[src/rtl/aes_pkg.sv]
// Shared AES sequencer definitions: controller states,
// block width and round-count constants.
package aes_pkg;

    typedef enum logic [1:0] {
        IDLE = 2'd0,
        RUN  = 2'd1,
        DONE = 2'd2
    } state_t;

    localparam int AES_BLOCK_W   = 128;
    localparam int AES128_ROUNDS = 10;
    localparam int AES192_ROUNDS = 12;
    localparam int AES256_ROUNDS = 14;
    localparam int RK_IDX_W      = 4;

endpackage

[src/rtl/aes_round_ctrl.sv]
// Iterative AES encryption sequencer: initial AddRoundKey, then one pass
// through the shared round datapath per round, result on valid/ready.
module aes_round_ctrl
    import aes_pkg::*;
#(
    parameter int NUM_ROUNDS    = 10,
    parameter int ROUND_LATENCY = 2,
    parameter int DATA_W        = 128
) (
    input  logic                clk,
    input  logic                rst,
    input  logic                in_valid,
    output logic                in_ready,
    input  logic [DATA_W-1:0]   in_data,
    output logic [RK_IDX_W-1:0] rk_idx,
    input  logic [DATA_W-1:0]   rk_data,
    output logic [DATA_W-1:0]   ru_data,
    output logic [DATA_W-1:0]   ru_key,
    output logic                ru_final,
    input  logic [DATA_W-1:0]   ru_result,
    output logic                out_valid,
    input  logic                out_ready,
    output logic [DATA_W-1:0]   out_data,
    output logic                busy,
    output logic [3:0]          cur_round
);

    if (!(NUM_ROUNDS == AES128_ROUNDS || NUM_ROUNDS == AES192_ROUNDS ||
          NUM_ROUNDS == AES256_ROUNDS)) begin : g_bad_rounds
        $error("aes_round_ctrl: NUM_ROUNDS must be 10, 12 or 14");
    end
    if (ROUND_LATENCY < 1) begin : g_bad_latency
        $error("aes_round_ctrl: ROUND_LATENCY must be at least 1");
    end
    if (DATA_W != AES_BLOCK_W) begin : g_bad_width
        $error("aes_round_ctrl: DATA_W must be 128");
    end

    localparam int PH_W = (ROUND_LATENCY < 1) ? 1 : $clog2(ROUND_LATENCY + 1);
    localparam logic [PH_W-1:0] PH_LAST = PH_W'(ROUND_LATENCY);
    localparam logic [3:0] LAST_ROUND = 4'(NUM_ROUNDS);

    state_t            state, state_n;
    logic [DATA_W-1:0] state_reg, state_reg_n;
    logic [3:0]        round, round_n;
    logic [PH_W-1:0]   ph, ph_n;

    always_ff @(posedge clk or posedge rst) begin
        if (rst) begin
            state     <= IDLE;
            state_reg <= '0;
            round     <= '0;
            ph        <= '0;
        end else begin
            state     <= state_n;
            state_reg <= state_reg_n;
            round     <= round_n;
            ph        <= ph_n;
        end
    end

    always_comb begin
        state_n     = state;
        state_reg_n = state_reg;
        round_n     = round;
        ph_n        = ph;
        unique case (state)
            IDLE: begin
                if (in_valid) begin
                    state_reg_n = in_data ^ rk_data;
                    round_n     = 4'd1;
                    ph_n        = '0;
                    state_n     = RUN;
                end
            end
            RUN: begin
                // Round inputs have been stable ROUND_LATENCY edges here.
                if (ph == PH_LAST) begin
                    state_reg_n = ru_result;
                    ph_n        = '0;
                    if (round == LAST_ROUND) begin
                        state_n = DONE;
                    end else begin
                        round_n = round + 4'd1;
                    end
                end else begin
                    ph_n = ph + 1'b1;
                end
            end
            DONE: begin
                if (out_ready) begin
                    state_n = IDLE;
                end
            end
            default: begin
                state_n = IDLE;
            end
        endcase
    end

    assign in_ready  = (state == IDLE);
    assign out_valid = (state == DONE);
    assign busy      = (state != IDLE);
    assign rk_idx    = (state == RUN) ? round : '0;
    assign ru_final  = (state == RUN) && (round == LAST_ROUND);
    assign ru_data   = state_reg;
    assign ru_key    = rk_data;
    assign out_data  = state_reg;
    assign cur_round = round;

endmodule

[config.mk]
export PLATFORM = sky130hd
export DESIGN_NAME = aes_round_ctrl
export DESIGN_NICKNAME = d
export VERILOG_FILES = /design/src/rtl/aes_pkg.sv /design/src/rtl/aes_round_ctrl.sv
export SDC_FILE = /design/constraint.sdc
export NUM_CORES = 1
export LEC_CHECK = 0
export ABC_AREA = 1
export CAP_MARGIN = 10
export CORE_AREA = 2 2 305 307
export CTS_BUF_LIST = sky130_fd_sc_hd__clkbuf_2 sky130_fd_sc_hd__clkbuf_4 sky130_fd_sc_hd__clkbuf_8
export CTS_CLUSTER_DIAMETER = 40
export CTS_CLUSTER_SIZE = 8
export DETAILED_ROUTE_END_ITERATION = 10
export DIE_AREA = 0 0 307 309
export HOLD_SLACK_MARGIN = 0.06
export SLEW_MARGIN = 15
export SYNTH_ARGS = -nofsm -noshare
export SYNTH_HDL_FRONTEND = slang
export SYNTH_SLANG_ARGS = --single-unit
[constraint.sdc]
create_clock -name clk -period 13.2 [get_ports clk]
set_clock_uncertainty 0.1 [all_clocks]
set_input_delay 2.64 -clock clk [delete_from_list [all_inputs] [get_ports clk]]
set_output_delay 2.64 -clock clk [all_outputs]
set_load 0.1 [all_outputs]
==> results of run 1 <==
==> cell usage after synthesis <==
cell and n:
nor2_4 1, nor2_1 7, xnor2_1 1, clkbuf_1 10, ha_1 2, buf_4 258, nand2_2 3, inv_1 268
nand3_1 136, buf_1 2, buf_2 42, nand4_1 4, o21ai_0 3, dfrtp_1 136, inv_2 3, nand2_1 914
==> cell families (layout without fill, tap and decap cells) <==
logic type                 after synthesis  count (layout)  synth area share (%)
AOI/OAI and AO/OA                        3               3                 0.138
xor gates and xnor gates                 1               1                0.0807
adders and majority gates                2               2                 0.231
and+or+nand+nor                       1065            1065                  38.6
DFF                                    136             136                  31.4
other                                    0               5                     0
buffers and inverters                  583            1091                  29.6
==> worst paths after layout <==
check,slack (ps),startpoint,end
min in group asynchronous,2440,rst,out_data[97]
max reg2reg,9470,state[0],out_data[39]
max,5910,rk_data[32],ru_key[32]
min,410,out_data[49],out_data[49]
max in group asynchronous,9290,rst,out_data[66]
min reg2reg,410,out_data[49],out_data[49]
==> routing by layer <==
layer  up-vias  share of wire [%]  wire length (um)
met5         -              0.053                35
met4         6                1.5              1020
met3        55                6.1              4010
met2       554                 48             31700
met1      5503                 44             29100
li1       5971                  -                 -
==> tightest hold or removal path: cells and delay by family (launching register included) <==
kind	cells	cell delay, ps
and+or+nand+nor	2	110
DFF	1	370
==> layout make-up <==
type                       instances  area (um2)  share of cell area [%]
tap                             1186        1480                    8.04
multi-input combinational       1071        4270                    23.1
inverter                         271        1030                    5.58
timing repair buffer             788        7830                    42.4
clock buffer                      19         255                    1.38
clock inverter                    13         178                   0.963
antenna                            5        12.5                  0.0678
sequential                       136        3400                    18.4
==> through the flow <==
stage | std cells | area [um2] | utilization (%) | setup WS, ps | hold WS [ps]
finish | 3489 | 18500 | 20.2 | 5910 | 409
global route | 3486 | 18400 | 20.2 | 5930 | 440
CTS | 3484 | 18400 | 20.2 | 5910 | 413
detailed placement | 3452 | 18000 | 19.7 | 5930 | 388
global placement | 3452 | 18000 | 19.7 | 5930 | 386
floorplan | 1790 | 10900 | - | 6820 | 400
==> metrics.cfg, run 1 <==
[clocking]
root_buffer = clkbuf_8
clk_path_buf_depth = 2
clk_latency_ps = 580
post_cts_buffers = 0
clock_sinks = 136
htree_levels = 4
cts_inserted_buffers = 17
clkTransAtPathRegs_ps = 80
ctsResizeCount = 0
cts_hold_buf = 0
cts_tree = built

[sta]
rsz0062_at_grt = no
fmax_mhz = 137
slew_violations = 0
maxSlewHeadroom_pct = 19.5
fin_crit_sh_pct = 55.2
setup_viol = 0
period_needed_ps = 7290
hold_violations = 0
setup_tns_ps = 0
worst_pin_slew_ps = 1200

[routing]
wirelength_um = 65900
ant_nets = 0
drc = 0
vias = 12100
drtPass1Iterations = 5
drt_iter0_drc = 730
via_per_inst = 3.46
wl_per_cell_um = 18.9

[min_path]
worstHoldPathType = reg2reg
whs_path_depth = 2

[layout]
area_growth_pct = 70.0
fin_nets = 2675
final_common_cell = nand2_1
fillers = 10300
mostFrequentLayoutCells = nand2_1 (914), clkdlybuf4s50_1 (758), inv_1 (267)
drive_above_1_share_pct = 3.05
largest_reg_flops = 128

[synthesis]
synth_nets = 2180
ys_top_cells_by_area = nand2_1 (32%), dfrtp_1 (31%), buf_4 (18%), inv_1 (9.3%), nand3_1 (6.3%)
syn_area_um2 = 10900
ys_ff_latch = 136
syn_area_per_cell_um2 = 6.06
synth_top_area_cell = nand2_1
yosys_warnings = 0
syn_inst = 1790
post-synth-top-area-fraction_pct = 31.6
seq_area_frac_synth_pct = 31.4
synth_cell_types = 16

[global_routing]
grt_pass1_vias = 11400
met1_usage_pct = 17.2
grt-ovfl-total = 0
use_met2_pct = 22.8
grt_antenna_before_repair = 22
globalRouteMet3Util_pct = 3.34
grt_pass1_wl_um = 88800
track_usage_pct = 13.5
busiest_layer = met2
grt_start_max_net_pins = 134

[critical_path]
cpLargestDelayFamily = buffers and inverters
critPathLaunchType = input port
crit_top_cell = clkdlybuf4s50_1
critPathCaptureType = primary output
cp.buffers_inverters = 2
worst_ep_arrival_time_ps = 4550
criticalPathCategory = in2out
crit_chain = clkdlybuf4s50_1 -> clkdlybuf4s50_1
reg2reg_depth = 7
cp.depth = 2
crit_required_ps = 10460
slowest_delay_ps = 1260
worstPathMaxFanout = 3
cp_slowest_cell = clkdlybuf4s50_1

[placement]
port-buffer-count = 783
place_hpwl_um = 53600
place_congestion = 0.846

[die]
die_y_um = 309
io_pins = 784
dieArea_um2 = 94900
rows = 111
die_w_um = 307
design.core.area_um2 = 91400
start_util_pct = 11.9

[status]
status = completed

[job]
maxCapViolations = 0

Power of run 1 is not shown: default switching activity piles up to over one toggle a cycle in this logic, so the estimate is an artifact.
==> inputs of run 2 (changes only) <==
--- a/config.mk
+++ b/config.mk
@@ -7,12 +7,12 @@
 export LEC_CHECK = 0
 export ABC_AREA = 1
 export CAP_MARGIN = 10
-export CORE_AREA = 2 2 305 307
+export CORE_AREA = 2 2 303 305
 export CTS_BUF_LIST = sky130_fd_sc_hd__clkbuf_2 sky130_fd_sc_hd__clkbuf_4 sky130_fd_sc_hd__clkbuf_8
 export CTS_CLUSTER_DIAMETER = 40
 export CTS_CLUSTER_SIZE = 8
 export DETAILED_ROUTE_END_ITERATION = 10
-export DIE_AREA = 0 0 307 309
+export DIE_AREA = 0 0 305 307
 export HOLD_SLACK_MARGIN = 0.06
 export SLEW_MARGIN = 15
 export SYNTH_ARGS = -nofsm -noshare
==> constraint.sdc (replaced) <==
create_clock -name clk -period 6.09 [get_ports clk]
set_clock_uncertainty 0.1 [all_clocks]
set_input_delay 1.218 -clock clk [delete_from_list [all_inputs] [get_ports clk]]
set_output_delay 1.218 -clock clk [all_outputs]
set_load 0.1 [all_outputs]
==> run 2 against run 1 <==
Against the previous run: sequential cell count is the same; cell area grew 0.21%; sequential share of layout area is essentially flat; core utilization grew 0.20 points; hold slack lost 0.76 ps; routed wire length shrank 1.5%; worst setup slack lost 4200 ps; via count grew 0.13%; die area shrank 1.3%; clock-buffer cell count grew 2; global-route usage grew 0.057 points; non-clock buffer count grew 2; largest cell class unchanged.
==> metrics.cfg, run 2 (synthesis results as in run 1) <==
[die]
dieArea_um2 = 93600  ; -1.3%
die_y_um = 307  ; -0.65%
design.core.area_um2 = 90700  ; -0.76%
die_w_um = 305  ; -0.65%
io_pins = 784  ; unchanged
rows = 111  ; unchanged
start_util_pct = 12.0  ; +0.091 points

[clocking]
cts_hold_buf = 0  ; unchanged
clk_latency_ps = 550  ; -30 ps
cts_inserted_buffers = 17  ; unchanged
htree_levels = 4  ; unchanged
clk_path_buf_depth = 2  ; unchanged
cts_tree = built
clkTransAtPathRegs_ps = 80  ; about the same
root_buffer = clkbuf_8
post_cts_buffers = 0  ; unchanged
clock_sinks = 136  ; unchanged
ctsResizeCount = 0  ; unchanged

[sta]
maxSlewHeadroom_pct = 20.4  ; +0.84 points
slew_violations = 0  ; unchanged
period_needed_ps = 4360
setup_tns_ps = 0  ; unchanged
rsz0062_at_grt = no
fin_crit_sh_pct = 71.5
hold_violations = 0  ; unchanged
worst_pin_slew_ps = 1190  ; -12.6 ps
fmax_mhz = 230
setup_viol = 0  ; unchanged

[layout]
fillers = 10300  ; -0.029%
largest_reg_flops = 128  ; unchanged
mostFrequentLayoutCells = nand2_1 (914), clkdlybuf4s50_1 (761), inv_1 (267)
drive_above_1_share_pct = 3.00  ; -0.046 points
fin_nets = 2677  ; +0.075%
area_growth_pct = 70.4
final_common_cell = nand2_1

[critical_path]
cp_slowest_cell = clkdlybuf4s50_1
timing.rr.start = state[0]
reg2reg_depth = 7  ; unchanged
critPathCaptureType = primary output
cp.depth = 2  ; unchanged
r2r_slack_ps = 2930  ; -6540 ps
crit_chain = clkdlybuf4s50_1 -> clkdlybuf4s50_1
crit_top_cell = clkdlybuf4s50_1
crit_required_ps = 4770  ; -5690 ps
worst_ep_arrival_time_ps = 3040  ; -1510 ps
cpLargestDelayFamily = buffers and inverters
crit_path_start = rk_data[91]
critPathLaunchType = input port
r2r_end = out_data[80]
crit_end = ru_key[91]
cp.buffers_inverters = 2  ; unchanged
worstPathMaxFanout = 3  ; unchanged
criticalPathCategory = in2out
slowest_delay_ps = 1290  ; +30 ps

[min_path]
min-delay-start = out_data[58]
worstHoldPathType = reg2reg

[placement]
port-buffer-count = 783  ; unchanged
place_congestion = 0.868  ; +2.6%
place_hpwl_um = 53900  ; +0.56%

[global_routing]
grt_start_max_net_pins = 78  ; -42%
track_usage_pct = 13.6  ; +0.057 points
grt-ovfl-total = 0  ; unchanged
grt_antenna_before_repair = 22  ; unchanged
grt_pass1_wl_um = 88800  ; about the same
grt_pass1_vias = 11600  ; +1.3%

[job]
maxCapViolations = 0  ; unchanged

[routing]
wl_per_cell_um = 18.6  ; -1.7%
vias = 12100  ; +0.13%
drc = 0  ; unchanged
drtPass1Iterations = 5  ; unchanged
via_per_inst = 3.46  ; about the same
drt_iter0_drc = 630  ; -14%
wirelength_um = 64900  ; -1.5%
ant_nets = 0  ; unchanged

[status]
status = completed

-- run 2: area by class of cell --
cell class,count,area [um2],share of cell area [%]
Sequential cell,136,3400,18.4
Clock inverter,11,146,0.792
Timing Repair Buffer,790,7860,42.5
Multi-Input combinational cell,1071,4270,23.1
Inverter,271,1030,5.57
Clock buffer,21,283,1.53
Tap cell,1186,1480,8.02
Antenna cell,8,20.0,0.108
-- run 2: metal layers --
| metal | vias up | track usage, % | share of wire (%) |
|---|---|---|---|
| met5 | - | 0 | 0.17 |
| met4 | 16 | 3.25 | 1.7 |
| met3 | 71 | 4.56 | 8.0 |
| met2 | 528 | 22.6 | 48 |
| met1 | 5502 | 16.8 | 43 |
| li1 | 5988 | - | - |
-- run 2: how the worst min path moves through the flow --
stage	depth (start not counted)	slack, ps	endpoint
after floorplan	2	400	ph[1]
after global placement	2	390	out_data[54]
after detailed placement	2	390	out_data[75]
after CTS	2	420	out_data[60]
after global routing	2	450	out_data[75]
final	2	410	out_data[58]
-- run 2: metrics by stage --
stage          hold slack [ps]  worst slack, ps  cell area, um2  std cells  utilization [%]
2_1_floorplan              400             1130           10900       1790                -
3_3_place_gp               388             1740           18000       3454             19.9
3_5_place_dp               393             1740           18000       3454             19.9
4_1_cts                    418             1670           18500       3486             20.4
5_1_grt                    449             1640           18500       3488             20.4
6_report                   409             1730           18500       3494             20.4
-- run 2: worst min-delay path: stages (launching register included) --
cell and delay, ps:
dfrtp_1 370, nand2_1 60, nand2_1 50
Power of run 2 is left out for the same reason.
==> inputs of run 3 (changes only) <==
==> constraint.sdc (replaced) <==
create_clock -name clk -period 3.6 [get_ports clk]
set_clock_uncertainty 0.1 [all_clocks]
set_input_delay 0.72 -clock clk [delete_from_list [all_inputs] [get_ports clk]]
set_output_delay 0.72 -clock clk [all_outputs]
set_load 0.1 [all_outputs]
==> run 3 against run 2 <==
Against the previous run: global-route usage down 0.12 points; core utilization down 0.73 points; register-to-register slack got worse by 1900 ps; first-iteration DRC count grew 2.9%; hold slack better by 7.5 ps.
==> metrics.cfg, run 3 (synthesis results as in run 1) <==
[critical_path]
critPathCaptureType = primary output
critPathLaunchType = flip-flop
worst_ep_arrival_time_ps = 2130  ; -910 ps
cpLargestDelayFamily = buffers and inverters
cp.depth = 1  ; -1
criticalPathCategory = reg2out
cp_slowest_cell = clkdlybuf4s50_1
cp.buffers_inverters = 1  ; -1
r2r_slack_ps = 1040  ; -1890 ps
r2r_end = out_data[115]
timing.rr.start = state[0]
reg2reg_depth = 7  ; unchanged
crit_required_ps = 2780  ; -1990 ps
crit_chain = clkdlybuf4s50_1
crit_end = ru_data[123]
crit_path_start = out_data[123]
slowest_delay_ps = 1160  ; -130 ps
worstPathMaxFanout = 3  ; unchanged

[die]
start_util_pct = 12.0  ; unchanged
dieArea_um2 = 93600  ; unchanged
io_pins = 784  ; unchanged
die_w_um = 305  ; unchanged
design.core.area_um2 = 90700  ; unchanged
die_y_um = 307  ; unchanged
rows = 111  ; unchanged

[placement]
place_hpwl_um = 54500  ; +1.1%
port-buffer-count = 783  ; unchanged
place_congestion = 0.893  ; +2.8%

[clocking]
clock_sinks = 136  ; unchanged
htree_levels = 4  ; unchanged
root_buffer = clkbuf_8
post_cts_buffers = 0  ; unchanged
clkTransAtPathRegs_ps = 100  ; +20 ps
cts_inserted_buffers = 17  ; unchanged
clk_latency_ps = 530  ; -20 ps
clk_path_buf_depth = 2  ; unchanged
ctsResizeCount = 0  ; unchanged
cts_hold_buf = 0  ; unchanged
cts_tree = built

[sta]
worst_pin_slew_ps = 997  ; -194 ps
fin_crit_sh_pct = 82.0
hold_slack_ps = 416  ; +7.48 ps
hold_violations = 0  ; unchanged
period_needed_ps = 2950
rsz0062_at_grt = no
setup_tns_ps = 0  ; unchanged
setup_viol = 0  ; unchanged
slew_violations = 0  ; unchanged
maxSlewHeadroom_pct = 33.4  ; +13 points
fmax_mhz = 339

[global_routing]
grt_start_max_net_pins = 83  ; +6.4%
grt-ovfl-total = 0  ; unchanged
grt_antenna_before_repair = 19  ; -14%
track_usage_pct = 13.4  ; -0.12 points
grt_pass1_wl_um = 87700  ; -1.3%
grt_pass1_vias = 11300  ; -2.7%

[layout]
largest_reg_flops = 128  ; unchanged
area_growth_pct = 64.3
final_common_cell = nand2_1
utilization_pct = 19.7  ; -0.73 points
fin_nets = 2679  ; +0.075%
fillers = 10300  ; -0.11%
mostFrequentLayoutCells = nand2_1 (914), clkdlybuf4s50_1 (494), buf_4 (290)
drive_above_1_share_pct = 14.7  ; +12 points

[routing]
drc = 0  ; unchanged
wl_per_cell_um = 18.6  ; +0.16%
ant_nets = 0  ; unchanged
via_per_inst = 3.47  ; about the same
wirelength_um = 65000  ; about the same
drtPass1Iterations = 5  ; unchanged
drt_iter0_drc = 648  ; +2.9%
vias = 12100  ; +0.0083%

[min_path]
worstHoldPathType = reg2reg

[status]
status = completed

[job]
maxCapViolations = 0  ; unchanged

run 3: cell count changes in the layout (fill, tap and decap cells not counted), moves of 4 or more:
cell / before / now
buf_4: 27 / 290
diode_2: 8 / 3
inv_6: 1 / 5
clkdlybuf4s50_1: 761 / 494
buf_12: 2 / 8
clkinvlp_4: 2 / 8
run 3: worst min-delay path by stage:
stage,start,endpoint,slack (ps),cells after the start
3_5_place_dp,out_data[82],out_data[82],390,2
4_1_cts,out_data[58],out_data[58],420,2
5_1_grt,out_data[88],out_data[88],450,2
3_3_place_gp,out_data[55],out_data[55],390,2
6_report,out_data[55],out_data[55],420,2
2_1_floorplan,ph[0],ph[1],400,2
run 3: routing by layer:
layer,part of all wire [%],GRT usage (%)
met1,43,16.4
met2,49,23.1
met3,6.3,3.48
met4,2.4,3.99
met5,0.19,0
run 3: layout make-up:
type	count	area, um2	area share, %
Clock buffer	20	269	1.51
Timing Repair Buffer	792	7280	40.8
Tap cell	1186	1480	8.32
Inverter	271	1030	5.75
Antenna cell	3	7.51	0.0421
Clock inverter	12	92.6	0.519
Sequential cell	136	3400	19.1
Multi-Input combinational cell	1071	4270	23.9
run 3: metrics by stage:
step | worst slack (ps) | instance area [um2] | std cells
2_1_floorplan | 78.4 | 10900 | 1790
3_3_place_gp | 773 | 17500 | 3456
3_5_place_dp | 729 | 17500 | 3456
4_1_cts | 566 | 17800 | 3488
5_1_grt | 525 | 17800 | 3488
6_report | 648 | 17800 | 3491
Power of run 3 is left out for the same reason.
